===== config.mk =====
export PLATFORM = sky130hd
export DESIGN_NAME = card_dealer
export DESIGN_NICKNAME = d
export VERILOG_FILES = /design/src/rtl/card_dealer.sv
export SDC_FILE = /design/constraint.sdc
export NUM_CORES = 1
export LEC_CHECK = 0
export ABC_AREA = 1
export CAP_MARGIN = 20
export CORE_MARGIN = 5
export CORE_UTILIZATION = 55
export DETAILED_ROUTE_END_ITERATION = 10
export HOLD_SLACK_MARGIN = 0.08
export PLACE_DENSITY = 0.87
export SYNTH_ARGS = -nofsm -noshare
export SYNTH_HDL_FRONTEND = slang
export SYNTH_SLANG_ARGS = --single-unit

===== constraint.sdc =====
create_clock -name clk -period 2.7 [get_ports clk]
set_clock_uncertainty 0.15 [all_clocks]
set_input_delay 0.54 -clock clk [delete_from_list [all_inputs] [get_ports clk]]
set_output_delay 0.54 -clock clk [all_outputs]
set_load 0.01 [all_outputs]

===== src/rtl/card_dealer.sv =====
`default_nettype none
// ============================================================================
//  Module      : card_dealer
//  Description : Single-deck card source; LFSR start point plus linear probe
//                over a 52-bit used mask, one card per accepted request.
//  Revision    : 1.0 - initial release
// ============================================================================
module card_dealer #(
    parameter logic [7:0] SEED = 8'hA5
) (
    input  logic       clk,
    input  logic       reset,
    input  logic       req,
    input  logic       shuffle,
    output logic       card_valid,
    output logic [3:0] card_rank,
    output logic [1:0] card_suit,
    output logic [5:0] card_value,
    output logic [5:0] cards_left,
    output logic       deck_empty,
    output logic       busy
);

    localparam logic [5:0] c_deck_size = 6'd52;
    localparam logic [5:0] c_last_idx  = 6'd51;

    typedef enum logic [1:0] {
        S_IDLE    = 2'd0,
        S_SEARCH  = 2'd1,
        S_DELIVER = 2'd2
    } state_t;

    state_t      r_state;
    state_t      w_state_next;

    logic [7:0]  r_lfsr;
    logic [51:0] r_used;
    logic [5:0]  r_ptr;
    logic [5:0]  r_cards_left;
    logic [3:0]  r_rank;
    logic [1:0]  r_suit;
    logic [5:0]  r_value;

    logic        w_lfsr_fb;
    logic [5:0]  w_start;
    logic        w_accept;
    logic        w_ptr_used;
    logic [5:0]  w_ptr_inc;
    logic [1:0]  w_suit;
    logic [3:0]  w_rank_m1;
    logic [3:0]  w_rank;
    logic [5:0]  w_value;

    // Fibonacci taps 8,6,5,4 (bits 7,5,4,3)
    assign w_lfsr_fb  = r_lfsr[7] ^ r_lfsr[5] ^ r_lfsr[4] ^ r_lfsr[3];
    assign w_start    = 6'(r_lfsr % 8'd52);
    assign w_accept   = (r_state == S_IDLE) && req && !shuffle && (r_cards_left != 6'd0);
    assign w_ptr_used = r_used[r_ptr];
    assign w_ptr_inc  = (r_ptr == c_last_idx) ? 6'd0 : r_ptr + 6'd1;

    // Index to suit/rank without a divider: ptr is always below 52
    always_comb begin
        w_suit    = 2'd0;
        w_rank_m1 = r_ptr[3:0];
        if (r_ptr >= 6'd39) begin
            w_suit    = 2'd3;
            w_rank_m1 = 4'(r_ptr - 6'd39);
        end else if (r_ptr >= 6'd26) begin
            w_suit    = 2'd2;
            w_rank_m1 = 4'(r_ptr - 6'd26);
        end else if (r_ptr >= 6'd13) begin
            w_suit    = 2'd1;
            w_rank_m1 = 4'(r_ptr - 6'd13);
        end
    end

    assign w_rank  = w_rank_m1 + 4'd1;
    assign w_value = (w_rank == 4'd1)  ? 6'd11 :
                     (w_rank >= 4'd10) ? 6'd10 : {2'b00, w_rank};

    always_ff @(posedge clk or posedge reset) begin
        if (reset) begin
            r_state <= S_IDLE;
        end else begin
            r_state <= w_state_next;
        end
    end

    always_comb begin
        w_state_next = r_state;
        case (r_state)
            S_IDLE:    if (w_accept) w_state_next = S_SEARCH;
            S_SEARCH:  if (!w_ptr_used) w_state_next = S_DELIVER;
            S_DELIVER: w_state_next = S_IDLE;
            default:   w_state_next = S_IDLE;
        endcase
        if (shuffle) begin
            w_state_next = S_IDLE;
        end
    end

    // Shuffle outranks both accept and the probe, so an aborted search marks nothing
    always_ff @(posedge clk or posedge reset) begin
        if (reset) begin
            r_lfsr       <= SEED;
            r_used       <= '0;
            r_ptr        <= '0;
            r_cards_left <= c_deck_size;
            r_rank       <= '0;
            r_suit       <= '0;
            r_value      <= '0;
        end else begin
            r_lfsr <= {r_lfsr[6:0], w_lfsr_fb};
            if (shuffle) begin
                r_used       <= '0;
                r_cards_left <= c_deck_size;
            end else if (w_accept) begin
                r_ptr <= w_start;
            end else if (r_state == S_SEARCH) begin
                if (w_ptr_used) begin
                    r_ptr <= w_ptr_inc;
                end else begin
                    r_used[r_ptr] <= 1'b1;
                    r_cards_left  <= r_cards_left - 6'd1;
                    r_rank        <= w_rank;
                    r_suit        <= w_suit;
                    r_value       <= w_value;
                end
            end
        end
    end

    assign card_valid = (r_state == S_DELIVER);
    assign busy       = (r_state != S_IDLE);
    assign card_rank  = r_rank;
    assign card_suit  = r_suit;
    assign card_value = r_value;
    assign cards_left = r_cards_left;
    assign deck_empty = (r_cards_left == 6'd0);

endmodule
`default_nettype wire

# Yosys cells after proc, flatten, opt, wreduce, memory -nomap -nowiden

Index checks and enable logic that the tools add are counted.
Widths: inputs -> output; s select.

Bits in registers: 86
Bits of input ports: 4
Output and inout port bits: 21
Logic and storage cells: 80

Add/subtract/negate cells: 6
Div/mod/pow operators: 1
Order comparisons: 6
Equal/unequal tests: 8
Multiplexer cells: 28
Bitwise gates (word level): 7
Reductions and logical operators: 16

Operator list:

| kind                | count |
|---|---|
| $mux 52             | 4 |
| $or 52x52->52       | 1 |
| $mux 6              | 8 |
| $mux 4              | 5 |
| $mux 2              | 5 |
| $mod 8x6->8 const B | 1 |
| $reduce_bool 2->1   | 4 |
| $sub 4x4->4 const B | 2 |
| $lt 6x7->1 const B  | 1 |
| $add 6x1->6 const B | 1 |
| $bmux 1 s6          | 1 |
| $demux 1 s6         | 1 |
| $eq 6x6->1 const B  | 1 |
| $ge 6x1->1 const B  | 1 |
| $ge 6x4->1 const B  | 1 |
| $ge 6x5->1 const B  | 1 |
| $ge 6x6->1 const B  | 1 |
| $logic_not 6->1     | 1 |
| $ne 3x3->1 const B  | 2 |
| $reduce_and 3->1    | 2 |
| $reduce_bool 6->1   | 1 |
| $sub 6x1->6 const B | 1 |
| $add 4x1->4 const B | 1 |
| $eq 4x1->1 const B  | 1 |
| other kinds (14)    | 24 |

# Longest topological paths before layout

Depth after elaboration: 9
Depth in mapped cells: 20
Depth with buffers taken out: 19

# Worst setup path after synthesis

OpenSTA, ideal clock, no wires.

Path kind: reg2reg
Start: register r_ptr[0]
End: register r_value[1] (netlist: card_value[1])
Setup time: 0.126 ns
Arrival time: 2.177 ns
Data required time: 2.424 ns
Slack: 0.247 ns
Cell stages (with the launch flop): 19
Path buffers: 2
Period minus slack after synthesis: 2.453 ns
Path through: dfrtp_1 -> inv_1 -> buf_4 -> buf_4 -> ha_1 -> inv_1 -> nand2_1 -> nand2_1 -> nand2_1 -> nand2_1 -> nand2_1 -> nor2_1 -> ha_1 -> nor2_1 -> nand3_1 -> nand3_1 -> nand2_1 -> nand2_1 -> nand3_1

Word-level cells in the longest chain between the ends: 8
Elaborated cells between the ends (all ways): 18
Those cells by class: add/sub (4); order compare (4); eq/ne (1); mux (7); bitwise (1); reduce/logical (1)

Ends and longest elaborated chain:

| element                                          | RTL line | text |
|---|---|---|
| from (decl)                                      | 38       | `logic [5:0] r_ptr;` |
| from (signal assigned)                           | 118      | `r_ptr <= w_start;` |
| from (signal assigned)                           | 121      | `r_ptr <= w_ptr_inc;` |
| $ge 6x4->1 / $sub 4x4->4 (equally long branches) | 71, 73   |  |
| $mux 4                                           | 71       | `end else if (r_ptr >= 6'd13) begin` |
| $mux 4                                           | 68       | `end else if (r_ptr >= 6'd26) begin` |
| $mux 4 (*)                                       | 65       | `if (r_ptr >= 6'd39) begin` |
| $add 4x1->4 (*)                                  | 77       | `assign w_rank = w_rank_m1 + 4'd1;` |
| named net w_rank[1]                              | 51       | `logic [3:0] w_rank;` |
| $ge 4x4->1                                       | 79       | `(w_rank >= 4'd10) ? 6'd10 : {2'b00, w_rank};` |
| $mux 4                                           | 79       |  |
| $mux 4 (*)                                       | 78       | `assign w_value = (w_rank == 4'd1) ? 6'd11 :` |
| to (signal assigned)                             | 127      | `r_value <= w_value;` |
| to (decl)                                        | 42       | `logic [5:0] r_value;` |

The timed path passes the listed nets; every way through them passes the cells marked *. The select of a mux whose other input is x is not followed.
A chain may end at the register's enable or synchronous reset.

# Final worst setup path

Start: register r_cards_left[0] (netlist: cards_left[0])
End: output deck_empty

Word-level cells in the longest chain between the ends: 1

Ends and longest elaborated chain:

| element                | RTL line | text |
|---|---|---|
| from (decl)            | 39       | `logic [5:0] r_cards_left;` |
| from (signal assigned) | 108      | `r_cards_left <= c_deck_size;` |
| from (signal assigned) | 116      | `r_cards_left <= c_deck_size;` |
| from (signal assigned) | 124      | `r_cards_left <= r_cards_left - 6'd1;` |
| $logic_not 6->1        | 139      | `assign deck_empty = (r_cards_left == 6'd0);` |
| to (decl)              | 20       | `output logic deck_empty,` |

No other way between the ends.

==> impl_metrics.csv <==
group,metric,value,unit
status,status,"finished, final reports clean",
logic_synthesis,synthDistinctLibCells,30,
worst_setup_path,r2r_setup_slack,0.21,ns
timing,setup_viol,0,
worst_setup_path,crit_required,2.01,ns
logic_synthesis,syn_inst,714,
layout,drive_gt1_share,7.42,%
die,die_h,105,um
routing,drc,0,
timing,worstMarginPinSlew,0.504,ns
timing,fin_crit,2.51,ns
layout,final_common_cell,"nand2_1",
pwr,peakVddDrop,704,uV
worst_setup_path,slowest_stage,"clkdlybuf4s50_1",
worst_hold_path,hold_path.class,"register to register",
worst_setup_path,critPathMaxStageDelay,0.53,ns
routing,wl_per_cell,14.6,um
timing,finalCritPeriodShare,92.9,%
logic_synthesis,avgSynthCellArea,6.99,um2
logic_synthesis,syn_area,0.00499,mm2
grt,grt_max_degree,85,
clocking,holdBufCountCts,0,
worst_setup_path,path_depth,5,
clocking,clk_root_buffer_cell,"clkbuf_8",
clocking,cts_tree,"done",
die,ios,25,
pwr,p_leak,2.81,nW
timing,layout_setup_ws,0.192,ns
routing,routed_wirelength,12400,um
grt,antenna_found_initial,0,
routing,drtIter0Drc,323,
die,num_rows,34,
timing,slew_headroom,66.3,%
routing,drt-vias-per-instance,5.56,
worst_setup_path,r2r_start,"r_ptr[0]",
worst_setup_path,worstSetupEndpoint,"deck_empty",
timing,maxSlewViolCount,0,
grt,grt-ovfl-total,0,
placement,dp.cells,833,
placement,hpwl,8840,um
timing,hold_violations,0,
layout,n_antenna_cell,0,
worst_setup_path,path_common_cell,"inv_1",
worst_setup_path,start_kind,"register",
timing,hold_ws,0.236,ns
worst_setup_path,critPathKind,"register to primary output",
layout,area_growth_syn_to_layout,11.4,%
worst_setup_path,startpoint,"cards_left[0]",
worst_hold_path,hold_start,"r_lfsr[1]",
grt,grtUsageTotal,22.8,%
clocking,cts.path.max_buffers,2,
worst_setup_path,r2r_end,"card_value[1]",
layout,final_cell_mix,"236 x nand2_1, 100 x inv_1, 74 x dfrtp_1",
worst_setup_path,crit_family,"buffers and inverters",
worst_setup_path,path_max_fanout,5,
routing,ant_nets,0,
flow_run,cap_violations,0,
worst_setup_path,arrival,1.82,ns
placement,portBuffers,22,
die,initial_utilization,57.0,%
placement,gp_congestion,0.919,
layout,layout.nets,754,
die,die_area,0.0111,mm2
clocking,cts_max_level,3,
clocking,clock_sinks,84,
worst_setup_path,critical_path.cell_chain,"inv_1 > ha_1 > nand4_1 > inv_1 > clkdlybuf4s50_1",
worst_setup_path,critPathBufInv,3,
routing,drtPass1Iterations,7,
grt,first_global_vias,4536,
logic_synthesis,ys_seq_elements,84,
grt,grt_pass1_wl,21100,um
routing,vias,4717,
worst_setup_path,reg2reg_depth,16,
die,die_w,105,um
clocking,numCtsBuffers,9,
timing,fmax,399,MHz
placement,preCtsSetupSlack,0.147,ns
pwr,power.density,942,mW/mm2
worst_setup_path,worst_setup_path_end_kind,"primary output",
die,core,0.00876,mm2
timing,setup_tns,0,ns
clocking,clk_pin_slew_worst_paths,0.09,ns
layout,finish.utilization,63.5,%
logic_synthesis,yosysSeqAreaShare,42.3,%
clocking,clock_latency,0.36,ns
layout,instances_no_fill,849,
logic_synthesis,yosys_warnings,0,
stage by stage:
stage / cell area, um2 / power, W
2_1_floorplan: 5000 / 0.00338
3_3_place_gp: 5320 / 0.00404
3_5_place_dp: 5320 / 0.00414
4_1_cts: 5540 / 0.00518
5_1_grt: 5560 / 0.00562
6_report: 5560 / 0.00524
cell type report:
type / count / area, um2
inverter: 104 / 400
sequential: 84 / 2110
tap: 108 / 135
clock inverter: 3 / 68.8
clock buffer: 13 / 159
multi-input combinational: 501 / 2350
timing repair buffer: 36 / 338
fill: 759 / 3200
where the power goes:
group / total (W) / switching, W / internal, W
Combinational: 0.00260 / 0.00169 / 0.000913
Clock: 0.00103 / 0.000455 / 0.000577
Sequential: 0.00161 / 0.000178 / 0.00143
Total: 0.00524 / 0.00232 / 0.00292
Yosys cell counts (all sizes together):
cell type	count	area (um2)
nand4	9	56.3
nor2	56	225
o21ai	79	399
a31oi	2	12.5
buf	19	131
dfstp	7	184
ha	14	175
a21boi	1	7.51
dfrtp	77	1930
nand3	57	295
inv	103	387
clkinv	1	3.75
xnor2	1	8.76
nor3	1	5.00
o211ai	3	22.5
a21oi	25	125
clkbuf	7	26.3
conb	1	3.75
o22ai	1	12.5
nand3b	1	7.51
xor2	7	61.3
nand2	242	916
state kept, by name, indices dropped and copies added (netlist names):
signal / cells
r_used: 52
card_value: 4
cards_left: 6
card_suit: 2
r_lfsr: 8
card_rank: 4
r_state: 2
r_ptr: 6
worst min path at each step:
| stage | endpoint | slack [ns] | depth (start not counted) |
|---|---|---|---|
| 3_5_place_dp | r_lfsr[2] | 0.22 | 0 |
| 2_1_floorplan | r_lfsr[2] | 0.20 | 0 |
| 6_report | r_lfsr[2] | 0.24 | 0 |
| 3_3_place_gp | r_lfsr[2] | 0.21 | 0 |
| 4_1_cts | r_lfsr[2] | 0.24 | 0 |
| 5_1_grt | r_lfsr[2] | 0.24 | 0 |
metal layers:
| metal | up-vias | track usage [%] | wire [um] | share of wire (%) |
|---|---|---|---|---|
| li1 | 2268 | - | - | - |
| met1 | 2215 | 30.6 | 5250 | 42 |
| met2 | 203 | 36.6 | 5890 | 48 |
| met3 | 31 | 4.58 | 927 | 7.5 |
| met4 | 0 | 8.04 | 321 | 2.6 |
| met5 | - | 0 | 0 | 0 |
cell families after synthesis:
group                    after synthesis  share of synthesized area, %
AND/OR/NAND/NOR                      366                          30.2
adder cells (fa/ha/maj)               14                          3.51
XOR/XNOR                               8                          1.40
other                                  1                        0.0751
flip-flops                            84                          42.3
buffers and inverters                130                          11.0
AO/OA/AOI/OAI                        111                          11.6
repair_timing:
action / in CTS / in global routing
setup buffers: 0 / 0
setup endpoints to repair: 0 / 18
gates resized for setup: 0 / 10
(Power assumes the default switching activity.)
